--- config.mk ---
export PLATFORM = sky130hd
export DESIGN_NAME = alu_multicycle
export DESIGN_NICKNAME = d
export VERILOG_FILES = /design/src/rtl/alu_multicycle.sv
export SDC_FILE = /design/constraint.sdc
export NUM_CORES = 1
export LEC_CHECK = 0
export CELL_PAD_IN_SITES_DETAIL_PLACEMENT = 1
export CELL_PAD_IN_SITES_GLOBAL_PLACEMENT = 2
export CORE_MARGIN = 2
export CORE_UTILIZATION = 35
export CTS_BUF_LIST = sky130_fd_sc_hd__clkbuf_16
export DETAILED_ROUTE_END_ITERATION = 16
export PLACE_DENSITY_LB_ADDON = 0.1
export SLEW_MARGIN = 20
export SYNTH_ARGS = -nofsm -noshare
export SYNTH_HDL_FRONTEND = slang
export SYNTH_SLANG_ARGS = --single-unit
--- constraint.sdc ---
create_clock -name clk -period 7.3 [get_ports clk]
set_clock_uncertainty 0.2 [all_clocks]
set_input_delay 1.095 -clock clk [delete_from_list [all_inputs] [get_ports clk]]
set_output_delay 1.095 -clock clk [all_outputs]
set_load 0.02 [all_outputs]
--- src/rtl/alu_multicycle.sv ---
// Multi-cycle ALU: single-cycle integer ops plus an iterative restoring divider,
// with valid/ready handshakes on both the request and the result side.
module alu_multicycle #(
  parameter int XLEN = 32,
  parameter int OPW  = 5
) (
  input  logic            clk,
  input  logic            rst,
  input  logic            in_valid,
  output logic            in_ready,
  input  logic [XLEN-1:0] ip1,
  input  logic [XLEN-1:0] ip2,
  input  logic [OPW-1:0]  operation,
  output logic            out_valid,
  input  logic            out_ready,
  output logic [XLEN-1:0] result,
  output logic            zero_flag,
  output logic            busy
);

  localparam logic [OPW-1:0] OP_ADD  = OPW'(0);
  localparam logic [OPW-1:0] OP_SUB  = OPW'(1);
  localparam logic [OPW-1:0] OP_SLL  = OPW'(2);
  localparam logic [OPW-1:0] OP_SRL  = OPW'(3);
  localparam logic [OPW-1:0] OP_SRA  = OPW'(4);
  localparam logic [OPW-1:0] OP_SLT  = OPW'(5);
  localparam logic [OPW-1:0] OP_SLTU = OPW'(6);
  localparam logic [OPW-1:0] OP_AND  = OPW'(7);
  localparam logic [OPW-1:0] OP_OR   = OPW'(8);
  localparam logic [OPW-1:0] OP_XOR  = OPW'(9);
  localparam logic [OPW-1:0] OP_DIV  = OPW'(10);
  localparam logic [OPW-1:0] OP_DIVU = OPW'(11);
  localparam logic [OPW-1:0] OP_REM  = OPW'(12);
  localparam logic [OPW-1:0] OP_REMU = OPW'(13);

  localparam int SHW = $clog2(XLEN);
  localparam logic [XLEN-1:0] MOST_NEG = {1'b1, {(XLEN-1){1'b0}}};

  typedef enum logic [1:0] {IDLE, DIVIDE, DONE} state_t;

  state_t          state;
  logic [SHW-1:0]  count;
  logic [XLEN-1:0] quo;
  logic [XLEN-1:0] rem;
  logic [XLEN-1:0] divisor;
  logic            div_is_rem;
  logic            neg_q;
  logic            neg_r;

  logic [SHW-1:0]  shamt;
  logic            is_div_class;
  logic            is_signed_div;
  logic            is_rem_op;
  logic            div_by_zero;
  logic            signed_ovf;
  logic            start_divide;
  logic [XLEN-1:0] mag1;
  logic [XLEN-1:0] mag2;
  logic [XLEN-1:0] fast_res;
  logic [XLEN:0]   partial;
  logic [XLEN:0]   trial;
  logic [XLEN-1:0] q_fix;
  logic [XLEN-1:0] r_fix;
  logic [XLEN-1:0] div_res;

  assign shamt         = ip2[SHW-1:0];
  assign is_signed_div = (operation == OP_DIV) || (operation == OP_REM);
  assign is_rem_op     = (operation == OP_REM) || (operation == OP_REMU);
  assign is_div_class  = is_signed_div || is_rem_op || (operation == OP_DIVU);
  assign div_by_zero   = (ip2 == '0);
  assign signed_ovf    = is_signed_div && (ip1 == MOST_NEG) && (ip2 == '1);
  assign start_divide  = is_div_class && !div_by_zero && !signed_ovf;
  assign mag1          = (is_signed_div && ip1[XLEN-1]) ? -ip1 : ip1;
  assign mag2          = (is_signed_div && ip2[XLEN-1]) ? -ip2 : ip2;

  assign in_ready = !rst && (state == IDLE) && (!out_valid || out_ready);

  // Divide-class entries here only cover the zero-divisor and overflow shortcuts
  always_comb begin
    fast_res = '0;
    case (operation)
      OP_ADD:          fast_res = ip1 + ip2;
      OP_SUB:          fast_res = ip1 - ip2;
      OP_SLL:          fast_res = ip1 << shamt;
      OP_SRL:          fast_res = ip1 >> shamt;
      OP_SRA:          fast_res = $unsigned($signed(ip1) >>> shamt);
      OP_SLT:          fast_res = {{(XLEN-1){1'b0}}, $signed(ip1) < $signed(ip2)};
      OP_SLTU:         fast_res = {{(XLEN-1){1'b0}}, ip1 < ip2};
      OP_AND:          fast_res = ip1 & ip2;
      OP_OR:           fast_res = ip1 | ip2;
      OP_XOR:          fast_res = ip1 ^ ip2;
      OP_DIV, OP_DIVU: fast_res = div_by_zero ? '1 : ip1;
      OP_REM, OP_REMU: fast_res = div_by_zero ? ip1 : '0;
      default:         fast_res = '0;
    endcase
  end

  // The remainder stays below the divisor, so one extra bit holds the borrow
  assign partial = {rem, quo[XLEN-1]};
  assign trial   = partial - {1'b0, divisor};
  assign q_fix   = neg_q ? -quo : quo;
  assign r_fix   = neg_r ? -rem : rem;
  assign div_res = div_is_rem ? r_fix : q_fix;

  always_ff @(posedge clk) begin
    if (rst) begin
      state      <= IDLE;
      out_valid  <= 1'b0;
      busy       <= 1'b0;
      result     <= '0;
      zero_flag  <= 1'b1;
      count      <= '0;
      quo        <= '0;
      rem        <= '0;
      divisor    <= '0;
      div_is_rem <= 1'b0;
      neg_q      <= 1'b0;
      neg_r      <= 1'b0;
    end else begin
      if (out_valid && out_ready) begin
        out_valid <= 1'b0;
      end
      case (state)
        IDLE: begin
          if (in_valid && in_ready) begin
            if (start_divide) begin
              state      <= DIVIDE;
              busy       <= 1'b1;
              count      <= '0;
              quo        <= mag1;
              rem        <= '0;
              divisor    <= mag2;
              div_is_rem <= is_rem_op;
              neg_q      <= is_signed_div && (ip1[XLEN-1] ^ ip2[XLEN-1]);
              neg_r      <= is_signed_div && ip1[XLEN-1];
            end else begin
              result    <= fast_res;
              zero_flag <= (fast_res == '0);
              out_valid <= 1'b1;
            end
          end
        end
        DIVIDE: begin
          if (!trial[XLEN]) begin
            rem <= trial[XLEN-1:0];
            quo <= {quo[XLEN-2:0], 1'b1};
          end else begin
            rem <= partial[XLEN-1:0];
            quo <= {quo[XLEN-2:0], 1'b0};
          end
          count <= count + SHW'(1);
          if (count == SHW'(XLEN-1)) begin
            state <= DONE;
            busy  <= 1'b0;
          end
        end
        DONE: begin
          // Wait here until the previous result has been taken
          if (!out_valid || out_ready) begin
            result    <= div_res;
            zero_flag <= (div_res == '0);
            out_valid <= 1'b1;
            state     <= IDLE;
          end
        end
        default: state <= IDLE;
      endcase
    end
  end

endmodule

**Yosys cells after proc, flatten, opt, wreduce, memory -nomap -nowiden**

Index checks and enable logic that the tools add are counted.

- Reduce and logical (&&, ||, !) cells: 34
- Bitwise gates (word level): 4
- Add/subtract/negate cells: 8
- Shift operators: 3
- Mux-type cells: 41
- Eq/ne operators: 23
- $lt $le $gt $ge: 2

Operator list:

| operator | number |
|---|---|
| $mux W32 | 15 |
| $pmux W32 S12 | 1 |
| $pmux W32 S2 | 3 |
| $neg A32 Y32 | 4 |
| $logic_not A32 Y1 | 3 |
| $eq A32 B32 Y1 const B | 2 |
| $lt A32 B32 Y1 | 2 |
| $sub A33 B32 Y33 | 1 |
| $add A32 B32 Y32 | 1 |
| $and A32 B32 Y32 | 1 |
| $or A32 B32 Y32 | 1 |
| $shl A32 B5 Y32 | 1 |
| $shr A32 B5 Y32 | 1 |
| $sshr A32 B5 Y32 | 1 |
| $sub A32 B32 Y32 | 1 |
| $xor A32 B32 Y32 | 1 |
| $eq A5 B4 Y1 const B | 6 |
| $eq A5 B3 Y1 const B | 4 |
| $reduce_and A4 Y1 | 3 |
| $logic_and A1 B1 Y1 | 11 |
| $mux W1 | 11 |
| $eq A5 B2 Y1 const B | 2 |
| $mux W5 | 2 |
| $pmux W5 S2 | 1 |
| 18 further kinds | 36 |

- Input bits: 73
- Output and inout port bits: 36
- Register bits: 141

**Depth between registers and ports, before layout**

- Depth in word-level cells: 9
- Depth in mapped cells: 21

**Worst setup path after synthesis**

OpenSTA, ideal clock, no wires.

- Path kind: input port to flip-flop
- Start: input port ip2[3]
- End: register zero_flag
- Buffers on the path: 4
- Setup time: 0.078 ns
- Stages on the path: 18
- Arrival: 5.368 ns
- Required time: 7.022 ns
- Setup slack: 1.654 ns
- Cells stage by stage: clkbuf_1 -> inv_1 -> clkbuf_1 -> buf_2 -> buf_1 -> ha_1 -> nor3_1 -> a311oi_2 -> a2111oi_2 -> o21a_1 -> a21oi_2 -> and3_1 -> or4_1 -> or3b_1 -> nor4_2 -> nand4_1 -> or4b_1 -> a32oi_1

- Longest elaborated chain between the ends: 7

Ends and longest elaborated chain:

| what | RTL line | source |
|---|---|---|
| start, declared | 12 | `input logic [XLEN-1:0] ip2,` |
| parallel branches: the longest is 7 deep, another holds $sub A32 B32 Y32 | n/a |  |
| end signal, assigned | 138 | `zero_flag <= (fast_res == '0);` |
| end signal, assigned | 161 | `zero_flag <= (div_res == '0);` |
| end, declared | 17 | `output logic zero_flag,` |

Several ways; the timed one is not identified. The select of a mux whose other input is x is not followed.
A chain may end at the register's enable or synchronous reset.

**Final worst setup path**

- Start: input port ip2[5]
- End: register zero_flag

Same word-level chain as after synthesis.

==> metrics.json <==
{
  "outcome": {"value": "finished, final reports clean"},
  "drcViolationCount": {"value": 0},
  "cts_made_buffers": {"value": 17},
  "postSynthCellCount": {"value": 2897},
  "grt_remaining_overflow": {"value": 0},
  "synth_cell_type_count": {"value": 98},
  "ir_worst_vdd": {"value": 0.143, "unit": "mV"},
  "grt_pass1_vias": {"value": 24300},
  "slew_headroom": {"value": 0.146},
  "yosys_warn_count": {"value": 0},
  "total_leakage_power": {"value": 9.03, "unit": "nW"},
  "postCtsHoldBufs": {"value": 0},
  "grt_pass1_wl": {"value": 172000, "unit": "um"},
  "timing.critical_path.fanout_max": {"value": 11},
  "final_hold_viol_count": {"value": 0},
  "cap_violations": {"value": 0},
  "cp-end-kind": {"value": "register"},
  "critPathKind": {"value": "input port to register"},
  "num_io_pins": {"value": 109},
  "grt_max_degree": {"value": 84},
  "buffers_from_clock_root_to_sink_at_most": {"value": 2},
  "post-layout-total-power": {"value": 3.25, "unit": "mW"},
  "dominantRegCellSynth": {"value": "sky130_fd_sc_hd__dfxtp_1"},
  "routed_wl": {"value": 119000, "unit": "um"},
  "synth_sequential_area_ratio": {"value": 0.136},
  "start_util": {"value": 0.353},
  "cts_sinks": {"value": 141},
  "cts.repair.resized": {"value": 0},
  "fin_nets": {"value": 3159},
  "clk_transition_reported_paths": {"value": 70, "unit": "ps"},
  "tightestPinTransition": {"value": 1270, "unit": "ps"},
  "fin_crit_sh": {"value": 0.853},
  "totalNegativeSetupSlack": {"value": 0, "unit": "ps"},
  "synth_top_cells_by_area": {"value": "sky130_fd_sc_hd__dfxtp_1 14%, sky130_fd_sc_hd__ha_1 8.6%, sky130_fd_sc_hd__nor2_1 5.3%, sky130_fd_sc_hd__nand2_1 5.2%, sky130_fd_sc_hd__a21oi_1 5.2%"},
  "synthDominantAreaCellType": {"value": "sky130_fd_sc_hd__dfxtp_1"},
  "data_arrival_critical_path": {"value": 6410, "unit": "ps"},
  "synth_area": {"value": 20800, "unit": "um^2"},
  "fp.dieW": {"value": 248, "unit": "um"},
  "multi_input_comb_area": {"value": 16500, "unit": "um^2"},
  "drt-vias-per-instance": {"value": 6.58},
  "placement.io_buffers": {"value": 108},
  "final_report_setup_violation_count": {"value": 0},
  "worst_ep_required_time": {"value": 7480, "unit": "ps"},
  "final-max-slew-violation-count": {"value": 0},
  "antenna_found_initial": {"value": 5},
  "synth_edf_count": {"value": 0},
  "holdCritPathClass": {"value": "register to register"},
  "register_area": {"value": 2830, "unit": "um^2"},
  "rsz0062_at_grt": {"value": "no"},
  "num-fill-cells": {"value": 7315},
  "detail_route.iter0.violations": {"value": 2506},
  "design.core.area": {"value": 58800, "unit": "um^2"},
  "floorplan.die.height": {"value": 248, "unit": "um"},
  "grt_util_all_layers": {"value": 0.381},
  "rows": {"value": 89},
  "post_cts_setup_inserts": {"value": 0},
  "clock_latency": {"value": 460, "unit": "ps"},
  "diodes": {"value": 0},
  "postSynthRegisterBits": {"value": 141},
  "final.min_clock_period": {"value": 6230, "unit": "ps"},
  "detail_route.first_pass.iterations": {"value": 6},
  "die_area": {"value": 61300, "unit": "um^2"},
  "wire_per_inst": {"value": 31.9, "unit": "um"},
  "post-synth-top-area-fraction": {"value": 0.136},
  "dp_hpwl": {"value": 95600, "unit": "um"},
  "power_density": {"value": 138, "unit": "nW/um^2"},
  "routabilityCongestion": {"value": 1.05},
  "syn_to_final_growth": {"value": 13.7, "unit": "%"},
  "tritoncts": {"value": "built"},
  "synth_nets": {"value": 3116},
  "htree_levels": {"value": 4},
  "routed-via-count": {"value": 24500},
  "postRouteAntennaNets": {"value": 0},
  "type_of_element_launching_the_critical_path": {"value": "input port"},
  "postSynthAreaPerCell": {"value": 7.16, "unit": "um^2"},
  "drive_above_1_share": {"value": 0.103},
  "async_set_reset_flop_share_out_of_synthesis": {"value": 0},
  "fmax": {"value": 161, "unit": "MHz"},
  "clock_tree.root_cell": {"value": "sky130_fd_sc_hd__clkbuf_16"}
}
-- state kept, by name, indices dropped and copies added, names as in the netlist --
register and flops:
quo 32, busy 1, rem 32, count 5, divisor 32, result 32, div_is_rem 1, out_valid 1
state 2, neg_r 1, neg_q 1, zero_flag 1
-- cell usage in the layout, fill, tap and decap left out, types with 84 or more instances in the layout --
master / count
sky130_fd_sc_hd__nand2_1: 290
sky130_fd_sc_hd__nor2_1: 289
sky130_fd_sc_hd__a21oi_1: 216
sky130_fd_sc_hd__o21ai_0: 183
sky130_fd_sc_hd__ha_1: 143
sky130_fd_sc_hd__buf_4: 143
sky130_fd_sc_hd__dfxtp_1: 139
sky130_fd_sc_hd__inv_1: 138
sky130_fd_sc_hd__xnor2_1: 108
sky130_fd_sc_hd__clkdlybuf4s50_1: 103
sky130_fd_sc_hd__mux2i_1: 85
sky130_fd_sc_hd__nor3_1: 84
-- cells by family (layout without fill, tap and decap cells) --
group | count (synthesis) | count (layout) | share of synthesized area
and+or+nand+nor | 1002 | 1002 | 0.229
AOI/OAI and AO/OA | 930 | 930 | 0.304
buffers and inverters | 371 | 426 | 0.0732
muxes | 161 | 161 | 0.107
adders and majority gates | 146 | 146 | 0.0891
xor gates and xnor gates | 146 | 146 | 0.0616
DFF | 141 | 141 | 0.136
-- routing by layer --
| layer | vias to the layer above | track usage | part of all wire | routed length, um |
|---|---|---|---|---|
| met2 | 1136 | 0.615 | 0.45 | 53000 |
| met1 | 12200 | 0.492 | 0.42 | 50200 |
| met3 | 332 | 0.0473 | 0.065 | 7710 |
| met4 | 8 | 0.210 | 0.067 | 7910 |
| met5 | - | 0 | 0.00045 | 53 |
| li1 | 10800 | - | - | - |
-- where the power goes --
group | switching, mW | total (mW) | internal (mW)
clock network | 0.382 | 0.917 | 0.535
registers | 0.0222 | 0.812 | 0.790
logic | 1.00 | 1.53 | 0.523
total | 1.41 | 3.25 | 1.85
-- cells in the mapped netlist, drive strengths merged (15+ instances only) --
cell type and instances:
or3 22, nor4 36, inv 140, o211ai 51
buf 64, clkbuf 164, mux2 31, o31ai 39
xor2 37, o2111ai 16, a31oi 21, mux4 45
or4 19, nor2b 32, xnor2 109, o41ai 22
or2 16, mux2i 85, a22o 24, nand2b 37
nand2 290, o31a 15, a2111oi 20, nand4 33
nand3 72, a22oi 22, and2 20, ha 143
a211oi 80, dfxtp 141, o21bai 18, nor2 292
a221oi 26, a21oi 217, o21ai 187, a21o 26
nor3 86, o22ai 21
-- path summary, 6_finish.rpt --
kind               from         end  slack, ps  cells past startpoint
max              ip2[5]   zero_flag       1070                     16
min          result[29]  result[29]        270                      2
max reg2reg     quo[31]     rem[20]       1980                     17
min reg2reg  result[29]  result[29]        270                      2
-- worst max-delay path: stages --
cell and delay, ps:
sky130_fd_sc_hd__clkdlybuf4s50_1 750, sky130_fd_sc_hd__inv_1 200, sky130_fd_sc_hd__ha_1 580, sky130_fd_sc_hd__nand3_1 170
sky130_fd_sc_hd__o211a_1 300, sky130_fd_sc_hd__a211oi_1 480, sky130_fd_sc_hd__o21ai_0 300, sky130_fd_sc_hd__o21ba_2 340
sky130_fd_sc_hd__o41ai_1 430, sky130_fd_sc_hd__o2111ai_1 190, sky130_fd_sc_hd__o21ai_0 150, sky130_fd_sc_hd__o311ai_2 300
sky130_fd_sc_hd__nor3_1 300, sky130_fd_sc_hd__nand4_1 110, sky130_fd_sc_hd__or4b_1 510, sky130_fd_sc_hd__a32oi_1 190
-- per-stage QoR --
step / instance area (um^2) / worst slack, ps / std cells / hold WS [ps] / utilization
after floorplan: 20800 / 1650 / 2897 / 250 / -
final: 23600 / 1070 / 3725 / 268 / 0.401
after global routing: 23600 / 808 / 3725 / 288 / 0.401
after CTS: 23600 / 1060 / 3725 / 272 / 0.401
after global placement: 23000 / 661 / 3694 / 245 / 0.391
after detailed placement: 23000 / 594 / 3694 / 263 / 0.391
-- layout make-up --
| class | count | share of cell area |
|---|---|---|
| clock inverters | 14 | 0.00726 |
| well taps | 773 | 0.0410 |
| inverters | 143 | 0.0227 |
| multi-input cells | 2385 | 0.698 |
| repair buffers | 252 | 0.0930 |
| clock buffers | 17 | 0.0180 |
| flip-flops and latches | 141 | 0.120 |
No activity file was read; power rests on OpenSTA's default activity.
